`config.mk`:
```
export PLATFORM = sky130hd
export DESIGN_NAME = avr_io_uart
export DESIGN_NICKNAME = d
export VERILOG_FILES = /design/src/rtl/avr_io_uart.sv
export SDC_FILE = /design/constraint.sdc
export NUM_CORES = 1
export LEC_CHECK = 0
export BUFFER_PORTS_ARGS = -buffer_cell sky130_fd_sc_hd__buf_2
export CAP_MARGIN = 20
export CORE_UTILIZATION = 45
export CTS_CLUSTER_SIZE = 16
export DETAILED_ROUTE_END_ITERATION = 10
export PLACE_DENSITY = 0.66
export SETUP_SLACK_MARGIN = 0.05
export SYNTH_ARGS = -nofsm -noshare
export SYNTH_HDL_FRONTEND = slang
export SYNTH_SLANG_ARGS = --single-unit
export TNS_END_PERCENT = 10
```
`constraint.sdc`:
```
create_clock -name clk -period 2.2 [get_ports clk]
set_input_delay 0.44 -clock clk [delete_from_list [all_inputs] [get_ports clk]]
set_output_delay 0.44 -clock clk [all_outputs]
set_load 0.02 [all_outputs]
```
`src/rtl/avr_io_uart.sv`:
```
// Memory-mapped 8N1 UART on the avr_cpu data bus: registers at BASE_ADDR..BASE_ADDR+3.
// Latency: read data and sel are registered and appear one clock after addr; tx is registered.
// Backpressure: none on the bus. A UDR write while UDRE=0 is dropped, and so is a received byte while RXC=1 (DOR is set).
//
// Ports:
//   clk, reset      single clock, synchronous active-high reset
//   addr/wen/ren    CPU data-space address and strobes; ren only drives read side effects
//   wdata           CPU write data
//   rdata/sel       registered read data and hit flag for the addr of the previous cycle
//   tx              serial out, idle high
//   rx              serial in, asynchronous (used only when AVR_UART_RX_EN is defined)
//
// Register map: 0 UDR, 1 STAT {RXC,TXC,UDRE,FE,DOR,3'b0}, 2 UBRRL, 3 UBRRH (low DIV_BITS-8 bits).
// Bit time is UBRR+1 clocks. Define AVR_UART_RX_EN to build the receive path.
module avr_io_uart #(
  parameter logic [15:0] BASE_ADDR = 16'h00C0,
  parameter int          DIV_BITS  = 12
) (
  input  logic        clk,
  input  logic        reset,
  input  logic [15:0] addr,
  input  logic        wen,
  input  logic        ren,
  input  logic [7:0]  wdata,
  output logic [7:0]  rdata,
  output logic        sel,
  output logic        tx,
  input  logic        rx
);

  localparam int HB = DIV_BITS - 8;

  // Address decode: offset from the base; a hit is any offset 0..3.
  logic [15:0] off;
  logic        hit;
  assign off = addr - BASE_ADDR;
  assign hit = (off[15:2] == 14'd0);

  logic wr_udr, wr_stat, wr_ubrrl, wr_ubrrh, rd_udr;
  assign wr_udr   = wen && hit && (off[1:0] == 2'd0);
  assign wr_stat  = wen && hit && (off[1:0] == 2'd1);
  assign wr_ubrrl = wen && hit && (off[1:0] == 2'd2);
  assign wr_ubrrh = wen && hit && (off[1:0] == 2'd3);
  assign rd_udr   = ren && hit && (off[1:0] == 2'd0);

  // Baud divisor
  logic [7:0]          ubrrl;
  logic [HB-1:0]       ubrrh;
  logic [DIV_BITS-1:0] ubrr;
  assign ubrr = {ubrrh, ubrrl};

  always_ff @(posedge clk) begin
    if (reset) begin
      ubrrl <= '0;
      ubrrh <= '0;
    end else begin
      if (wr_ubrrl) ubrrl <= wdata;
      if (wr_ubrrh) ubrrh <= wdata[HB-1:0];
    end
  end

  // ---------------------------------------------------------------- TX path
  typedef enum logic [1:0] {TX_IDLE, TX_START, TX_DATA, TX_STOP} tx_state_t;

  tx_state_t           tx_state, tx_state_n;
  logic [DIV_BITS-1:0] tx_cnt;
  logic [2:0]          tx_bit;
  logic [7:0]          tx_shift;
  logic [7:0]          hold;
  logic                hold_full;
  logic                txc;
  logic                wr_udr_ok;
  logic                tx_tick;
  logic                tx_n, tx_load_hold, tx_load_wr, tx_shift_en, tx_bit_clr, tx_bit_inc, tx_done;

  assign wr_udr_ok = wr_udr && !hold_full;
  assign tx_tick   = (tx_cnt == '0);

  always_comb begin
    tx_state_n   = tx_state;
    tx_n         = tx;
    tx_load_hold = 1'b0;
    tx_load_wr   = 1'b0;
    tx_shift_en  = 1'b0;
    tx_bit_clr   = 1'b0;
    tx_bit_inc   = 1'b0;
    tx_done      = 1'b0;
    case (tx_state)
      TX_IDLE: begin
        if (hold_full) begin
          tx_state_n   = TX_START;
          tx_load_hold = 1'b1;
          tx_n         = 1'b0;
        end
      end
      TX_START: begin
        if (tx_tick) begin
          tx_state_n  = TX_DATA;
          tx_n        = tx_shift[0];
          tx_shift_en = 1'b1;
          tx_bit_clr  = 1'b1;
        end
      end
      TX_DATA: begin
        if (tx_tick) begin
          if (tx_bit == 3'd7) begin
            tx_state_n = TX_STOP;
            tx_n       = 1'b1;
          end else begin
            tx_n        = tx_shift[0];
            tx_shift_en = 1'b1;
            tx_bit_inc  = 1'b1;
          end
        end
      end
      TX_STOP: begin
        if (tx_tick) begin
          if (hold_full) begin
            tx_state_n   = TX_START;
            tx_load_hold = 1'b1;
            tx_n         = 1'b0;
          end else if (wr_udr_ok) begin
            // A write landing on the last stop edge goes straight into the
            // shifter so the next frame follows with no idle bit.
            tx_state_n = TX_START;
            tx_load_wr = 1'b1;
            tx_n       = 1'b0;
          end else begin
            tx_state_n = TX_IDLE;
            tx_done    = 1'b1;
          end
        end
      end
      default: tx_state_n = TX_IDLE;
    endcase
  end

  always_ff @(posedge clk) begin
    if (reset) begin
      tx_state  <= TX_IDLE;
      tx        <= 1'b1;
      tx_cnt    <= '0;
      tx_bit    <= '0;
      tx_shift  <= '0;
      hold      <= '0;
      hold_full <= 1'b0;
      txc       <= 1'b0;
    end else begin
      tx_state <= tx_state_n;
      tx       <= tx_n;

      if (tx_load_hold)     tx_shift <= hold;
      else if (tx_load_wr)  tx_shift <= wdata;
      else if (tx_shift_en) tx_shift <= {1'b0, tx_shift[7:1]};

      // Divisor is re-sampled at every bit boundary.
      if (tx_load_hold || tx_load_wr || (tx_tick && tx_state != TX_IDLE))
        tx_cnt <= ubrr;
      else if (tx_state != TX_IDLE)
        tx_cnt <= tx_cnt - DIV_BITS'(1);

      if (tx_bit_clr)      tx_bit <= '0;
      else if (tx_bit_inc) tx_bit <= tx_bit + 3'd1;

      if (wr_udr_ok && !tx_load_wr) begin
        hold      <= wdata;
        hold_full <= 1'b1;
      end else if (tx_load_hold) begin
        hold_full <= 1'b0;
      end

      if (tx_done)                 txc <= 1'b1;
      else if (wr_stat && wdata[6]) txc <= 1'b0;
    end
  end

  // ---------------------------------------------------------------- RX path
  logic       rxc, fe, dor;
  logic [7:0] udr_rd_val;

`ifdef AVR_UART_RX_EN
  typedef enum logic [1:0] {RX_IDLE, RX_START, RX_DATA, RX_STOP} rx_state_t;

  rx_state_t           rx_state, rx_state_n;
  logic                rx_s1, rx_s2, rx_prev;
  logic [DIV_BITS-1:0] rx_cnt;
  logic [2:0]          rx_bit;
  logic [7:0]          rx_shift, rx_buf;
  logic [DIV_BITS:0]   ubrr_p1;
  logic [DIV_BITS-1:0] rx_half;
  logic                rx_half_load, rx_reload, rx_sample, rx_store, rx_free;

  assign ubrr_p1    = {1'b0, ubrr} + {{DIV_BITS{1'b0}}, 1'b1};
  assign rx_half    = DIV_BITS'(ubrr_p1 >> 1);
  // A clearing UDR read on the store edge frees the buffer, so the store wins.
  assign rx_free    = !rxc || rd_udr;
  assign udr_rd_val = rx_buf;

  always_comb begin
    rx_state_n   = rx_state;
    rx_half_load = 1'b0;
    rx_reload    = 1'b0;
    rx_sample    = 1'b0;
    rx_store     = 1'b0;
    case (rx_state)
      RX_IDLE: begin
        if (rx_prev && !rx_s2) begin
          rx_state_n   = RX_START;
          rx_half_load = 1'b1;
        end
      end
      RX_START: begin
        // Counter starts at the half-bit count on the detect edge, so the
        // start bit is sampled (UBRR+1)>>1 clocks after detection.
        if (rx_cnt <= DIV_BITS'(1)) begin
          if (rx_s2) begin
            rx_state_n = RX_IDLE;
          end else begin
            rx_state_n = RX_DATA;
            rx_reload  = 1'b1;
          end
        end
      end
      RX_DATA: begin
        if (rx_cnt == '0) begin
          rx_sample = 1'b1;
          rx_reload = 1'b1;
          if (rx_bit == 3'd7) rx_state_n = RX_STOP;
        end
      end
      RX_STOP: begin
        if (rx_cnt == '0) begin
          rx_store   = 1'b1;
          rx_state_n = RX_IDLE;
        end
      end
      default: rx_state_n = RX_IDLE;
    endcase
  end

  always_ff @(posedge clk) begin
    if (reset) begin
      rx_state <= RX_IDLE;
      rx_s1    <= 1'b1;
      rx_s2    <= 1'b1;
      rx_prev  <= 1'b1;
      rx_cnt   <= '0;
      rx_bit   <= '0;
      rx_shift <= '0;
      rx_buf   <= '0;
      rxc      <= 1'b0;
      fe       <= 1'b0;
      dor      <= 1'b0;
    end else begin
      rx_state <= rx_state_n;
      rx_s1    <= rx;
      rx_s2    <= rx_s1;
      rx_prev  <= rx_s2;

      if (rx_half_load)           rx_cnt <= rx_half;
      else if (rx_reload)         rx_cnt <= ubrr;
      else if (rx_state != RX_IDLE) rx_cnt <= rx_cnt - DIV_BITS'(1);

      if (rx_half_load)   rx_bit <= '0;
      else if (rx_sample) rx_bit <= rx_bit + 3'd1;

      if (rx_sample) rx_shift <= {rx_s2, rx_shift[7:1]};

      if (rx_store && rx_free) begin
        rx_buf <= rx_shift;
        rxc    <= 1'b1;
      end else if (rd_udr) begin
        rxc <= 1'b0;
      end

      if (rx_store && !rx_free)     dor <= 1'b1;
      else if (wr_stat && wdata[3]) dor <= 1'b0;

      if (rx_store && !rx_s2)       fe <= 1'b1;
      else if (wr_stat && wdata[4]) fe <= 1'b0;
    end
  end
`else
  logic unused_rx_path;
  assign unused_rx_path = ^{rx, ren, rd_udr};
  assign rxc        = 1'b0;
  assign fe         = 1'b0;
  assign dor        = 1'b0;
  assign udr_rd_val = 8'h00;
`endif

  // ---------------------------------------------------------------- read port
  logic [7:0] stat;
  logic [7:0] rd_val;
  assign stat = {rxc, txc, ~hold_full, fe, dor, 3'b000};

  always_comb begin
    rd_val = 8'h00;
    case (off[1:0])
      2'd0:    rd_val = udr_rd_val;
      2'd1:    rd_val = stat;
      2'd2:    rd_val = ubrrl;
      default: rd_val = {{(16 - DIV_BITS){1'b0}}, ubrrh};
    endcase
  end

  always_ff @(posedge clk) begin
    if (reset) begin
      rdata <= 8'h00;
      sel   <= 1'b0;
    end else begin
      sel   <= hit;
      rdata <= hit ? rd_val : 8'h00;
    end
  end

endmodule
```
==> impl_metrics.csv <==
group,metric,value,unit
placed_design,gp_congestion,0.936,
yosys,ys_types,44,
grt,use_met2,0.380,
pwr,peakVddDrop,982,µV
floorplan,pin_count,39,
yosys,yosysTopAreaCellShare,0.408,
sta,setup_viol_count_final,0,
critical_path,critical_path_class,"reg2reg",
critical_path,critPathLaunchType,"register",
pwr,p_clk_frac,0.186,
critical_path,cp_cell_sequence,"inv_2 -> ha_4 -> nor4b_4 -> nand2_2 -> or4_4 -> nand2b_4 -> buf_6 -> a211o_1 -> a21oi_1",
cts,clock_sink_count,57,
finish,design_area,3710,µm²
sta,fmax,457,MHz
yosys,async_reset_ff_frac,0,
grt,grt_util_met3,0.0764,
yosys,synth_nets,356,
yosys,syn-cell-area,2800,µm²
hold_path,hp-class,"in2reg",
grt,grt_pass1_vias,2466,
placed_design,hpwl,5.23,mm
finish,syn2layout_area_growth,32.5,%
grt,grt_use_total,0.236,
hold_path,worst_hold_path.endpoint,"hold[5]",
critical_path,critPathMaxFanout,7,
yosys,ys.flop_type,"dfxtp_1",
critical_path,cp.required,2.43,ns
pwr,p_leak,0.00172,µW
cts,clockBufferDepth,2,
hold_path,hp-start,"wdata[5]",
drt,dr.pass1.iters,5,
grt,grt_max_degree,26,
sta,rsz0062_at_grt,"true",
finish,fillers,526,
placed_design,dp.cells,458,
cts,clk_pin_slew,0.08,ns
yosys,ys_warn_count,0,
sta,slew_headroom,0.721,
floorplan,die_h,80.9,µm
drt,drc,0,
critical_path,r2r_slack,0.01,ns
sta,period_minus_slack,2.19,ns
critical_path,cp_data_arrival_time,2.42,ns
critical_path,critical_path.max_stage_delay,0.62,ns
outcome,status,"complete, no violations",
yosys,syn_avg_cell_area,8.75,µm²
drt,drt-total-wl,7.47,mm
yosys,ys_seq_area_frac,0.408,
sta,tightestPinTransition,0.413,ns
grt,grt_pass1_wl,11.5,mm
pwr,sequentialPowerShare,0.225,
sta,hold_viol_final,0,
critical_path,reg2reg_from,"tx_cnt[1]",
finish,diodes,0,
finish,fin_util,0.623,
placed_design,io_buffers,36,
pwr,sw_frac_of_total,0.404,
yosys,syn_inst,320,
finish,final_cells,479,
grt,grt_overflow,0,
grt,busiest_layer,"met2",
pwr,p_sw,2260,µW
floorplan,start_util,0.470,
pwr,p_int,3330,µW
cts,cts_buffers,9,
cts,cts_root_buf,"clkbuf_8",
critical_path,endpoint_kind,"register",
yosys,synth_top_cell_by_area,"dfxtp_1",
critical_path,r2r_cells,9,
sta,drv_slew,0,
grt,antenna_found_initial,0,
critical_path,rr_endpoint,"tx_cnt[1]",
flow_run,max-cap-violations,0,
yosys,synth.area.top_cells,"dfxtp_1 41%, mux2i_1 11%, nor2_1 5.8%",
floorplan,core-area,5960,µm²
drt,ant_nets,0,
drt,vias_per_cell,5.74,
yosys,synth_edf_count,0,
sta,hold_slack,0.362,ns
cts,cts_tree,"done",
drt,first_iter_violations,199,
sta,fin_skew,0.00989,ns
cts,worstSkewPairLatency,0.35,ns
drt,vias,2750,
cts,htreeDepth,3,
finish,nets,435,
critical_path,slowest_stage,"or4_4",
pwr,power_density,1510,nW/µm²
hold_path,whs_path_depth,3,
sta,period_share,0.995,
drt,avgRoutedWirePerCell,15.6,µm
finish,layout-drive-gt1-share,0.304,
floorplan,die_area,6540,µm²
placed_design,placed_area,3360,µm²
floorplan,die_w,80.9,µm
pwr,pwr-share-comb,0.589,
grt,grt_use_met1,0.294,
yosys,ys_ff_latch,57,
floorplan,rows,28,
routing by layer:
metal / share of wire / vias to the layer above
met5: 0 / -
met4: 0.017 / 0
met3: 0.055 / 14
met2: 0.48 / 106
met1: 0.44 / 1307
li1: - / 1323
layout make-up:
| cell class | count | area (µm²) | share of cell area |
|---|---|---|---|
| sequential | 57 | 1140 | 0.308 |
| multi-input combinational | 231 | 1620 | 0.436 |
| clock buffer | 10 | 138 | 0.0371 |
| timing repair buffer | 82 | 578 | 0.156 |
| clock inverter | 6 | 72.6 | 0.0196 |
| tap | 75 | 93.8 | 0.0253 |
| inverter | 18 | 67.6 | 0.0182 |
worst max-delay path, delay by kind of cell, from the launching register on:
kind | cells | cell delay, ns
AOI/OAI and AO/OA | 2 | 0.19
buffers and inverters | 2 | 0.18
and+or+nand+nor | 4 | 1.24
adders and majority gates | 1 | 0.13
DFF | 1 | 0.33
stage by stage:
stage          setup TNS, ns  setup WS [ns]  total power, µW
6_report                   0         0.0116             5590
5_1_grt               -0.453        -0.0674             5960
4_1_cts                    0         0.0332             5180
3_5_place_dp           -3.68         -0.237             4010
3_3_place_gp           -2.72         -0.179             3990
2_1_floorplan              0         0.0403             3020
worst max-delay path by stage:
stage	start	endpoint	slack [ns]	depth (start not counted)
2_1_floorplan	tx_cnt[0]	tx_shift[5]	0.04	10
3_3_place_gp	addr[6]	tx_shift[1]	-0.18	9
3_5_place_dp	addr[9]	tx_cnt[10]	-0.24	9
4_1_cts	tx_state[1]	tx_cnt[1]	0.03	10
5_1_grt	tx_cnt[1]	tx_cnt[0]	-0.07	9
6_report	tx_cnt[1]	tx_cnt[1]	0.01	9
cell usage after synthesis, drive strengths merged (2+ instances only):
cell type	number
inv	18
ha	7
o32ai	7
a21oi	21
dfxtp	57
nand2b	2
nor4b	3
nor2	43
nand4	2
clkbuf	9
a211oi	2
nor3	9
nand3	10
o211ai	2
mux2i	31
a22oi	7
nor3b	4
nor2b	5
o31a	2
or3	3
a211o	5
o21ai	10
o22ai	3
nand2	26
and2	2
nor4	7
buf	6
a221oi	7
sequential cells by signal, summed over array words and instances, names as in the netlist:
register,flops
tx_cnt,12
hold,8
rdata,8
tx_shift,8
ubrrl,8
ubrrh,4
tx_bit,3
tx_state,2
hold_full,1
sel,1
tx,1
txc,1
cells by family (layout without fill, tap and decap cells):
group,Yosys count,in the layout,share of synthesized area
AOI/OAI and AO/OA,72,73,0.180
adders and majority gates,7,7,0.0313
buffers and inverters,33,116,0.0491
DFF,57,57,0.408
muxes,31,31,0.111
and+or+nand+nor,120,120,0.222
power by group through the flow:
| stage | registers (µW) | clock network (µW) | logic (µW) |
|---|---|---|---|
| 6_report | 1260 | 1040 | 3290 |
| 5_1_grt | 1270 | 1120 | 3570 |
| 4_1_cts | 1250 | 1060 | 2870 |
| 3_5_place_dp | 1270 | 0 | 2740 |
| 3_3_place_gp | 1270 | 0 | 2720 |
| 2_1_floorplan | 1280 | 0 | 1740 |
repair_timing:
item                                    4_1_cts  5_1_grt
gates cloned                                  0        1
setup buffers                                 1        3
pin swaps                                     1       17
hold buffers                                  0        0
endpoints found under the setup margin       19       29
gates resized for setup                       6       23
cell usage in the layout, fill, tap and decap left out, types with 3 or more instances in the layout:
master,Yosys,layout
inv_6,0,3
nor2b_1,5,5
buf_12,0,3
o22ai_1,3,3
a22oi_1,7,7
nor3b_1,4,4
clkbuf_8,0,10
nand2_1,25,25
mux2i_1,31,31
buf_6,1,4
a21oi_1,21,19
ha_1,7,6
nor4_1,5,5
inv_1,18,16
o32ai_1,7,5
buf_2,5,36
a221oi_1,7,7
a211o_1,5,5
nor3_1,9,9
nor2_1,43,40
dfxtp_1,57,55
o21ai_0,10,7
buf_4,0,39
nand3_1,10,10
Power figures use the tool's default switching activity.
